===== config.mk =====
export PLATFORM = sky130hd
export DESIGN_NAME = gpi_periph
export DESIGN_NICKNAME = d
export VERILOG_FILES = /design/src/rtl/gpi_periph.sv
export SDC_FILE = /design/constraint.sdc
export NUM_CORES = 1
export LEC_CHECK = 0
export CAP_MARGIN = 20
export CORE_UTILIZATION = 46
export CTS_CLUSTER_SIZE = 24
export DETAILED_ROUTE_END_ITERATION = 7
export PLACE_DENSITY = 0.67
export SYNTH_ARGS = -nofsm -noshare
export SYNTH_HDL_FRONTEND = slang
export SYNTH_SLANG_ARGS = --single-unit

===== constraint.sdc =====
create_clock -name clk -period 3.2 [get_ports clk]
set_input_delay 0.32 -clock clk [delete_from_list [all_inputs] [get_ports clk]]
set_output_delay 0.32 -clock clk [all_outputs]
set_load 0.01 [all_outputs]

===== src/rtl/gpi_periph.sv =====
// Memory-mapped general-purpose input block. Pins pass through a two-flop synchronizer
// and a per-pin debounce counter. Enabled edges latch into write-1-to-clear PEND flags that drive irq.
module gpi_periph #(
    parameter logic [9:0]  BASE_ADDR       = 10'h54,
    parameter int unsigned DEBOUNCE_CYCLES = 4,
    parameter int unsigned WIDTH           = 8
) (
    input  logic             clk,
    input  logic             rst,
    input  logic [9:0]       address,
    input  logic [WIDTH-1:0] data,
    input  logic             write,
    input  logic [WIDTH-1:0] pins,
    output logic [WIDTH-1:0] data_out,
    output logic             irq
);

    localparam int unsigned      CNT_W    = $clog2(DEBOUNCE_CYCLES) + 1;
    localparam logic [CNT_W-1:0] CNT_LAST = CNT_W'(DEBOUNCE_CYCLES - 1);

    localparam logic [9:0] ADDR_LEVEL   = BASE_ADDR;
    localparam logic [9:0] ADDR_PEND    = BASE_ADDR + 10'd4;
    localparam logic [9:0] ADDR_RISE_EN = BASE_ADDR + 10'd8;
    localparam logic [9:0] ADDR_FALL_EN = BASE_ADDR + 10'd12;

    logic [WIDTH-1:0] s1_q, s2_q;
    logic [WIDTH-1:0] level_q, level_d;
    logic [WIDTH-1:0] pend_q, pend_d;
    logic [WIDTH-1:0] rise_en_q, rise_en_d;
    logic [WIDTH-1:0] fall_en_q, fall_en_d;
    logic [WIDTH-1:0] data_out_q, data_out_d;
    logic [WIDTH-1:0] accept;
    logic [WIDTH-1:0] rise_set, fall_set;

    always_ff @(posedge clk) begin
        if (rst) begin
            s1_q <= '0;
            s2_q <= '0;
        end else begin
            s1_q <= pins;
            s2_q <= s1_q;
        end
    end

    // One independent debounce counter per pin; accept pulses for one cycle when a new level is taken.
    generate
        for (genvar gi = 0; gi < int'(WIDTH); gi++) begin : g_deb
            logic [CNT_W-1:0] cnt_q, cnt_d;
            logic             acc;

            always_comb begin
                cnt_d = cnt_q;
                acc   = 1'b0;
                if (s2_q[gi] == level_q[gi]) begin
                    cnt_d = '0;
                end else if (cnt_q == CNT_LAST) begin
                    acc   = 1'b1;
                    cnt_d = '0;
                end else begin
                    cnt_d = cnt_q + CNT_W'(1);
                end
            end

            always_ff @(posedge clk) begin
                if (rst) begin
                    cnt_q <= '0;
                end else begin
                    cnt_q <= cnt_d;
                end
            end

            assign accept[gi] = acc;
        end
    endgenerate

    // Edge direction comes from the pre-edge level; enables are the pre-edge values too.
    assign level_d  = level_q ^ accept;
    assign rise_set = accept & ~level_q & rise_en_q;
    assign fall_set = accept &  level_q & fall_en_q;

    always_comb begin
        pend_d    = pend_q;
        rise_en_d = rise_en_q;
        fall_en_d = fall_en_q;
        if (write) begin
            case (address)
                ADDR_PEND:    pend_d    = pend_q & ~data;
                ADDR_RISE_EN: rise_en_d = data;
                ADDR_FALL_EN: fall_en_d = data;
                default:      ;
            endcase
        end
        // A capture on the same edge as a clear must survive.
        pend_d = pend_d | rise_set | fall_set;
    end

    always_comb begin
        data_out_d = '0;
        case (address)
            ADDR_LEVEL:   data_out_d = level_q;
            ADDR_PEND:    data_out_d = pend_q;
            ADDR_RISE_EN: data_out_d = rise_en_q;
            ADDR_FALL_EN: data_out_d = fall_en_q;
            default:      data_out_d = '0;
        endcase
    end

    always_ff @(posedge clk) begin
        if (rst) begin
            level_q    <= '0;
            pend_q     <= '0;
            rise_en_q  <= '0;
            fall_en_q  <= '0;
            data_out_q <= '0;
        end else begin
            level_q    <= level_d;
            pend_q     <= pend_d;
            rise_en_q  <= rise_en_d;
            fall_en_q  <= fall_en_d;
            data_out_q <= data_out_d;
        end
    end

    assign data_out = data_out_q;
    assign irq      = |pend_q;

endmodule


Word-level counts from Yosys, hierarchy flattened
Cells that the tools add are included.
- bits in registers: 80
- bits in latches: 0
- bits in writable memories: 0
- memory bits (read-only): 0
- input port bits: 29
- output and inout bits: 9
- word-level logic and storage cells: 83
- memories: 0
- $add $sub $neg: 8
- multipliers: 0
- divide/modulo/power cells: 0
- $lt $le $gt $ge: 0
- equality and inequality tests: 20
- shift-type cells: 0
- mux-type cells: 19
- bitwise gates (word level): 10
- reductions and logical operators: 11
- operator list (kind ; number):
    $and 8x8->8 ; 5
    $eq 10x7->1 const B ; 4
    $pmux 8 s4 ; 1
    $add 3x1->3 const B ; 8
    $eq 3x2->1 const B ; 8
    $reduce_or 3->1 ; 8
    $mux 1 ; 16
    $mux 8 ; 2
    $not 8->8 ; 2
    $or 8x8->8 ; 2
    $eq 1x1->1 ; 8
    $reduce_or 8->1 ; 1
    $xor 8x8->8 ; 1
    $reduce_and 2->1 ; 2

Logic depth before layout (Yosys ltp)
Gate-level depths: netlist of the first run.
- depth in word-level cells: 7
- depth in mapped cells: 5
- mapped depth without buffers: 5

Least setup slack after synthesis of the first run
No wires, ideal clock.
- path type: input -> register
- start point: input address[7]
- end point: register fall_en_q[0]
- library setup time: 0.119 ns
- data arrival time: 1.620 ns
- data required time: 3.081 ns
- path slack: 1.461 ns
- cell stages on the path: 5
- buffers on the path: 2
- cell sequence: or4b_4 > buf_6 > or3b_1 > buf_6 > mux2i_1
- word-level cells in the longest chain between the ends: 2
- RTL lines (what ; RTL line ; source):
    start: declaration ; 10 ; input logic [9:0] address,
    $eq 10x7->1 ; 86 ; case (address)
    $reduce_and 2->1 (no line) ; n/a ;
    end signal: assignment ; 119 ; fall_en_q <= fall_en_d;
    end: declaration ; 30 ; logic [WIDTH-1:0] fall_en_q, fall_en_d;
Every way passes these cells.
A chain may end at the register's enable or synchronous reset.

Worst setup path in the final report of the first run
- start point: input address[3]
- end point: register fall_en_q[5]
Same word-level chain as after synthesis.

==> run_results.csv, run 1 <==
group,metric,value,unit
status,status,"complete, no violations",
cells_and_area,area_delta_synth_final,19.9,%
synth,synth-xor-area-share,1.82,%
clock_tree,cts_tree,"yes",
synth,syn_nets,381,
sta,fmax,493,MHz
floorplan,die_y,87.6,um
setup_path,r2r-start,"g_deb[1].cnt_q[0]$_SDFF_PP0_",
power,p_leak,1.58,nW
setup_path,crit_buf_inv,2,
floorplan,placementRows,30,
worst_hold_path,hp-class,"flop to flop",
sta,finalCriticalPeriod,2.03,ns
floorplan,die_area,0.00767,mm2
cells_and_area,final_cells,473,
synth,synth-simple-area-share,21.0,%
synth,yosysTopAreaCell,"dfxtp_1",
power,ir_worst_vdd,0.000259,V
setup_path,crit_start,"address[3]",
drt,vias_per_cell,4.99,
clock_tree,postCtsSetupBuffers,0,
drt,drt_iter0_drc,108,
placement,place_inst,458,
clock_tree,clock_latency,0.34,ns
synth,synth-compound-area-share,8.73,%
clock_tree,numCtsBuffers,9,
drt,drt_pre_antenna_iters,4,
floorplan,ios,38,
setup_path,r2r-end,"g_deb[1].cnt_q[1]$_SDFF_PP0_",
synth,synth-async-reset-ratio,0,%
cells_and_area,diodes,0,
synth,synth_fa_ha_area_share,5.95,%
setup_path,end_kind,"flop",
placement,place_congestion,0.785,
drt,wire_per_inst,12.9,um
drt,antenna_left,0,
setup_path,cp_cell_sequence,"clkdlybuf4s50_1 > nor4b_4 > buf_4 > or3b_1 > mux2i_1",
clock_tree,cts_resized,0,
cells_and_area,fillers,627,
setup_path,cp_slowest_cell,"clkdlybuf4s50_1",
sta,finClkSkew,0.00480,ns
setup_path,crit_fanout,10,
sta,hold_violations,0,
worst_hold_path,holdPathEnd,"g_deb[0].cnt_q[0]$_SDFF_PP0_",
synth,ys_seq_elements,80,
worst_hold_path,holdPathStages,1,
clock_tree,h-tree-depth,3,
synth,yosys_warnings,0,
power,powerDensity,479,mW/mm2
synth,avgSynthCellArea,10.0,um2
synth,synth_edf_count,0,
sta,worst_pin_slew,0.995,ns
synth,synth_common_cells,"80 x dfxtp_1, 33 x nor2_1, 25 x inv_1",
grt,met1_usage,23.2,%
clock_tree,clk_path_buf_depth,2,
setup_path,critPathKind,"primary input to flop",
setup_path,cpPeakStageDelay,0.61,ns
clock_tree,clkSinkCount,80,
grt,antenna_found_initial,0,
sta,finalSetupViolations,0,
synth,yosysSeqAreaShare,47.6,%
drt,wl,6100,um
drt,route.vias.total,2359,
setup_path,critPathLaunchType,"primary input",
floorplan,die_w,87.6,um
grt,grt_max_degree,66,
synth,synthMuxAreaShare,9.81,%
clock_tree,clk_pin_slew,0.08,ns
clock_tree,ctsHoldBuffers,0,
setup_path,reg2reg_slack,1.88,ns
sta,fin_crit_sh,63.4,%
floorplan,start_util,48.5,%
synth,yosysMostFrequentCell,"dfxtp_1",
cells_and_area,final_nets,418,
synth,ys.flop_type,"dfxtp_1",
placement,hpwlAfterDp,4140,um
grt,busiest_layer,"met2",
sta,hold_slack,0.420,ns
synth,syn_inst,336,
grt,grt-ovfl-total,0,
grt,grt_first_pass_wirelength,10100,um
grt,grt_util_met2,26.8,%
drt,drc,0,
worst_hold_path,hp-start,"g_deb[0].cnt_q[0]$_SDFF_PP0_",
sta,final-max-slew-violation-count,0,
synth,synth_area_leaders,"dfxtp_1 48%, mux2i_1 7.1%, ha_1 5.9%",
sta,totalNegativeSetupSlack,0,ns
sta,rsz0062_at_grt,"no",
synth,synth_top_family_by_area,"simple AND/OR/NAND/NOR gates",
placement,port-buffer-count,37,
setup_path,reg2reg_depth,4,
floorplan,core_area,0.00694,mm2
grt,use_met3,4.24,%
setup_path,crit_family,"simple AND/OR/NAND/NOR gates",
synth,synth_top_area_share,47.6,%
synth,ys_types,33,
sta,slew_headroom,33.7,%
run,max-cap-violations,0,
setup_path,cp.required,3.42,ns
grt,grtUsageTotal,17.5,%
grt,grt_pass1_vias,2170,
synth,synth.cell_area,0.00337,mm2
cells_and_area,layout-drive-gt1-share,8.75,%
clock_tree,cts_root_buf,"clkbuf_8",
setup_path,arrival,2.25,ns
flip-flops by register name (all words and copies together), names as in the netlist, named ones only:
signal       cells
s1_q             8
data_out         8
pend_q           8
g_deb.cnt_q     24
rise_en_q        8
fall_en_q        8
s2_q             8
power breakdown:
group	internal [W]	switching [W]	total [W]	leakage, nW
Sequential	0.00101	0.00000619	0.00101	0.648
Combinational	0.0000549	0.0000439	0.0000989	0.820
Clock	0.000477	0.000343	0.000820	0.112
layout by cell type (no fill, tap or decap), drive strengths merged, types with 8 or more instances in the layout:
master and instances:
dfxtp 80, nor2 33, a211oi 8, nor2b 18
a22oi 8, nand2 9, mux2i 24, mux2 8
ha 16, o41ai 8, nand2b 24, inv 25
clkdlybuf4s50 36, and3b 15, o21ai 8, clkbuf 12
a21oi 9
per-stage QoR:
| step | setup slack, ns | power, W | utilization, % | cell area (um2) |
|---|---|---|---|---|
| after CTS | 1.17 | 0.00195 | 58.1 | 4040 |
| after global routing | 1.10 | 0.00200 | 58.1 | 4040 |
| after detailed placement | 0.801 | 0.00114 | 55.0 | 3820 |
| after floorplan | 1.46 | 0.00109 | - | 3370 |
| final | 1.17 | 0.00193 | 58.1 | 4040 |
| after global placement | 0.843 | 0.00114 | 55.0 | 3820 |
kinds of logic (layout without fill, tap and decap cells):
kind of cell               count (synthesis)  in the layout
and+or+nand+nor                          117            117
muxes                                     32             32
AOI/OAI and AO/OA                         43             43
DFF                                       80             80
buffers and inverters                     41             82
adders and majority gates                 16             16
xor gates and xnor gates                   7              7
worst reg2reg max path, stage by stage (launching register included):
cell	delay [ns]
dfxtp_1	0.32
ha_1	0.19
ha_1	0.21
or3_1	0.42
nor2_1	0.11
how the worst max path moves through the flow:
| stage | to | cells after the start |
|---|---|---|
| after global placement | fall_en_q[1]$_SDFFE_PP0P_ | 5 |
| after CTS | fall_en_q[4]$_SDFFE_PP0P_ | 5 |
| after global routing | fall_en_q[4]$_SDFFE_PP0P_ | 5 |
| final | fall_en_q[5]$_SDFFE_PP0P_ | 5 |
| after floorplan | fall_en_q[0]$_SDFFE_PP0P_ | 5 |
| after detailed placement | fall_en_q[3]$_SDFFE_PP0P_ | 5 |
routing by layer:
metal	vias up	part of all wire (%)
met4	0	2.1
met3	12	5.2
met1	1077	51
met2	53	42
met5	-	0
li1	1217	-
cell type report:
cell class	instances	area (um2)	share of cell area (%)
Multi-Input combinational cell	215	1600	39.6
Inverter	25	93.8	2.32
Tap cell	96	120	2.97
Sequential cell	80	1600	39.7
Clock buffer	12	155	3.84
Timing Repair Buffer	42	403	9.98
Clock inverter	3	65.1	1.61
(Power assumes the default switching activity.)
==> run 2, diff against run 1 <==
--- a/config.mk
+++ b/config.mk
@@ -9,7 +9,7 @@
 export CORE_UTILIZATION = 46
 export CTS_CLUSTER_SIZE = 24
 export DETAILED_ROUTE_END_ITERATION = 7
-export PLACE_DENSITY = 0.67
+export PLACE_DENSITY = 0.7
 export SYNTH_ARGS = -nofsm -noshare
 export SYNTH_HDL_FRONTEND = slang
 export SYNTH_SLANG_ARGS = --single-unit
==> constraint.sdc (replaced) <==
create_clock -name clk -period 1.7 [get_ports clk]
set_input_delay 0.17 -clock clk [delete_from_list [all_inputs] [get_ports clk]]
set_output_delay 0.17 -clock clk [all_outputs]
set_load 0.01 [all_outputs]
==> run 2 against run 1 <==
Core utilization is 2.3 points higher. Flip-flop and latch count stayed put. Clock skew is 0.0044 ns higher. Clock power is 85% higher. Final cell count is 3.2% higher. Die area stayed put. Combinational power is 120% higher. Highest routed layer unchanged. Sequential share of layout area is 1.5 points lower. Non-clock buffer count is 14 higher. Via count is 4.8% higher.
==> run_results.csv, run 2 (same netlist as run 1, synthesis figures left out) <==
group,metric,value,unit
sta,finClkSkew,0.00917,ns
power,p_sw_share,21.7,%
clock_tree,h-tree-depth,3,
sta,rsz0062_at_grt,"no",
setup_path,cp_slowest_cell,"or4b_4",
drt,antenna_left,0,
setup_path,r2r-end,"g_deb[2].cnt_q[2]$_SDFF_PP0_",
cells_and_area,regMostFlops,"g_deb.cnt_q",
sta,final-max-slew-violation-count,0,
setup_path,reg2reg_slack,0.37,ns
setup_path,cp.required,1.93,ns
cells_and_area,final_cell_mix,"80 x dfxtp_1, 34 x clkdlybuf4s50_1, 33 x nor2_1",
setup_path,arrival,1.88,ns
sta,setup_ws,0.0514,ns
placement,hpwlAfterDp,4410,um
power,seqPwrFrac,52.4,%
sta,totalNegativeSetupSlack,0,ns
floorplan,ios,38,
floorplan,die_w,87.6,um
clock_tree,clock_latency,0.35,ns
sta,hold_violations,0,
cells_and_area,multiInputGateArea,0.00164,mm2
power,powerDensity,867,mW/mm2
sta,worst_pin_slew,0.329,ns
sta,finalCriticalPeriod,1.65,ns
setup_path,r2r-start,"g_deb[2].cnt_q[0]$_SDFF_PP0_",
setup_path,cp_cell_sequence,"clkdlybuf4s50_1 > or4b_4 > buf_6 > buf_4 > o41ai_1 > a21oi_1",
setup_path,critPathKind,"primary input to flop",
cells_and_area,largest_register_ffs,24,
floorplan,die_y,87.6,um
grt,antenna_found_initial,0,
drt,drt_iter0_drc,131,
placement,place_congestion,0.785,
setup_path,end_kind,"flop",
status,status,"complete, no violations",
cells_and_area,area_delta_synth_final,24.7,%
floorplan,placementRows,30,
setup_path,cpPeakStageDelay,0.56,ns
cells_and_area,layout-drive-gt1-share,13.5,%
floorplan,core_area,0.00694,mm2
drt,drt_pre_antenna_iters,6,
sta,fmax,607,MHz
grt,grtUsageTotal,18.3,%
clock_tree,clkSinkCount,80,
cells_and_area,fin_area,0.00420,mm2
setup_path,reg2reg_depth,4,
clock_tree,ctsHoldBuffers,0,
placement,place_ws,-0.379,ns
floorplan,die_area,0.00767,mm2
drt,wl,6580,um
power,p_int,0.00285,W
placement,post_dp_cell_area,0.00393,mm2
sta,fin_crit_sh,97.0,%
cells_and_area,final-seq-area,0.00160,mm2
cells_and_area,final_nets,432,
clock_tree,clk_pin_slew,0.08,ns
clock_tree,cts_tree,"yes",
power,p_sw,0.000792,W
drt,drc,0,
cells_and_area,final_common_cell,"dfxtp_1",
grt,grt_first_pass_wirelength,10600,um
cells_and_area,fillers,598,
power,p_leak,1.67,nW
cells_and_area,post-route-util,60.5,%
grt,grt_pass1_vias,2269,
grt,grt-ovfl-total,0,
sta,finalSetupViolations,0,
drt,vias_per_cell,5.07,
clock_tree,cts_root_buf,"clkbuf_8",
power,clockPowerShare,41.7,%
sta,slew_headroom,77.8,%
run,max-cap-violations,0,
clock_tree,numCtsBuffers,9,
power,total_power,0.00364,W
worst_hold_path,hp-start,"rst",
power,combPwrFrac,5.9,%
drt,wire_per_inst,13.5,um
cells_and_area,diodes,0,
floorplan,start_util,48.5,%
placement,port-buffer-count,37,
setup_path,critPathLaunchType,"primary input",
power,ir_worst_vdd,0.000503,V
worst_hold_path,hp-class,"primary input to flop",
grt,grt_max_degree,65,
worst_hold_path,holdPathStages,3,
setup_path,crit_fanout,5,
drt,route.vias.total,2473,
clock_tree,clk_path_buf_depth,2,
## run 2: worst max-delay path by stage
stage	end	cells past startpoint	slack [ns]	startpoint
final	pend_q[3]$_SDFF_PP0_	6	0.05	address[9]
after global routing	rise_en_q[0]$_SDFFE_PP0P_	6	0.0005	address[9]
after CTS	data_out[2]$_SDFF_PP0_	5	0.02	address[7]
after detailed placement	rise_en_q[7]$_SDFFE_PP0P_	6	-0.38	address[7]
after global placement	data_out[1]$_SDFF_PP0_	5	-0.36	address[7]
after floorplan	fall_en_q[0]$_SDFFE_PP0P_	5	0.11	address[7]
## run 2: layer usage
metal / track usage (%) / share of wire (%) / vias up
met1: 24.4 / 47 / 1140
met5: 0 / 0 / -
met3: 4.43 / 7.8 / 6
li1: - / - / 1247
met4: 9.09 / 1.2 / 0
met2: 27.6 / 44 / 80
## run 2: stage by stage
step | hold slack, ns | cells
3_5_place_dp | 0.413 | 471
3_3_place_gp | 0.407 | 471
5_1_grt | 0.273 | 488
4_1_cts | 0.273 | 487
2_1_floorplan | 0.298 | 336
6_report | 0.277 | 488
## run 2: power groups by stage
stage	clock network (W)	logic, W	registers, W
floorplan	0	0.0000944	0.00195
global placement	0	0.000208	0.00195
detailed placement	0	0.000209	0.00195
CTS	0.00156	0.000212	0.00191
global route	0.00165	0.000231	0.00191
finish	0.00152	0.000215	0.00191
## run 2: area by class of cell
class                           instances  share of cell area (%)
Clock inverter                          6                    2.20
Multi-Input combinational cell        215                    38.9
Timing Repair Buffer                   56                    12.6
Inverter                               25                    2.23
Sequential cell                        80                    38.1
Tap cell                               96                    2.86
Clock buffer                           10                    3.04
## run 2: critical path, delay by kind of cell
kind	cells	cell delay [ns]
buffers and inverters	3	0.67
AND/OR/NAND/NOR	1	0.56
AO/OA/AOI/OAI	2	0.47
## run 2: repair_timing
item                       4_1_cts  5_1_grt
buffers inserted                 0        1
hold endpoints to repair         0        0
pin swaps                        1        2
resized for setup                3        7
cloned                           0        0
setup endpoints to repair        3       14
==> run 3, diff against run 2 <==
--- a/config.mk
+++ b/config.mk
@@ -10,6 +10,7 @@
 export CTS_CLUSTER_SIZE = 24
 export DETAILED_ROUTE_END_ITERATION = 7
 export PLACE_DENSITY = 0.7
+export SKIP_LAST_GASP = 1
 export SYNTH_ARGS = -nofsm -noshare
 export SYNTH_HDL_FRONTEND = slang
 export SYNTH_SLANG_ARGS = --single-unit
==> results of run 3 <==
The final DEF is identical to that of run 2; final timing and power are the same.
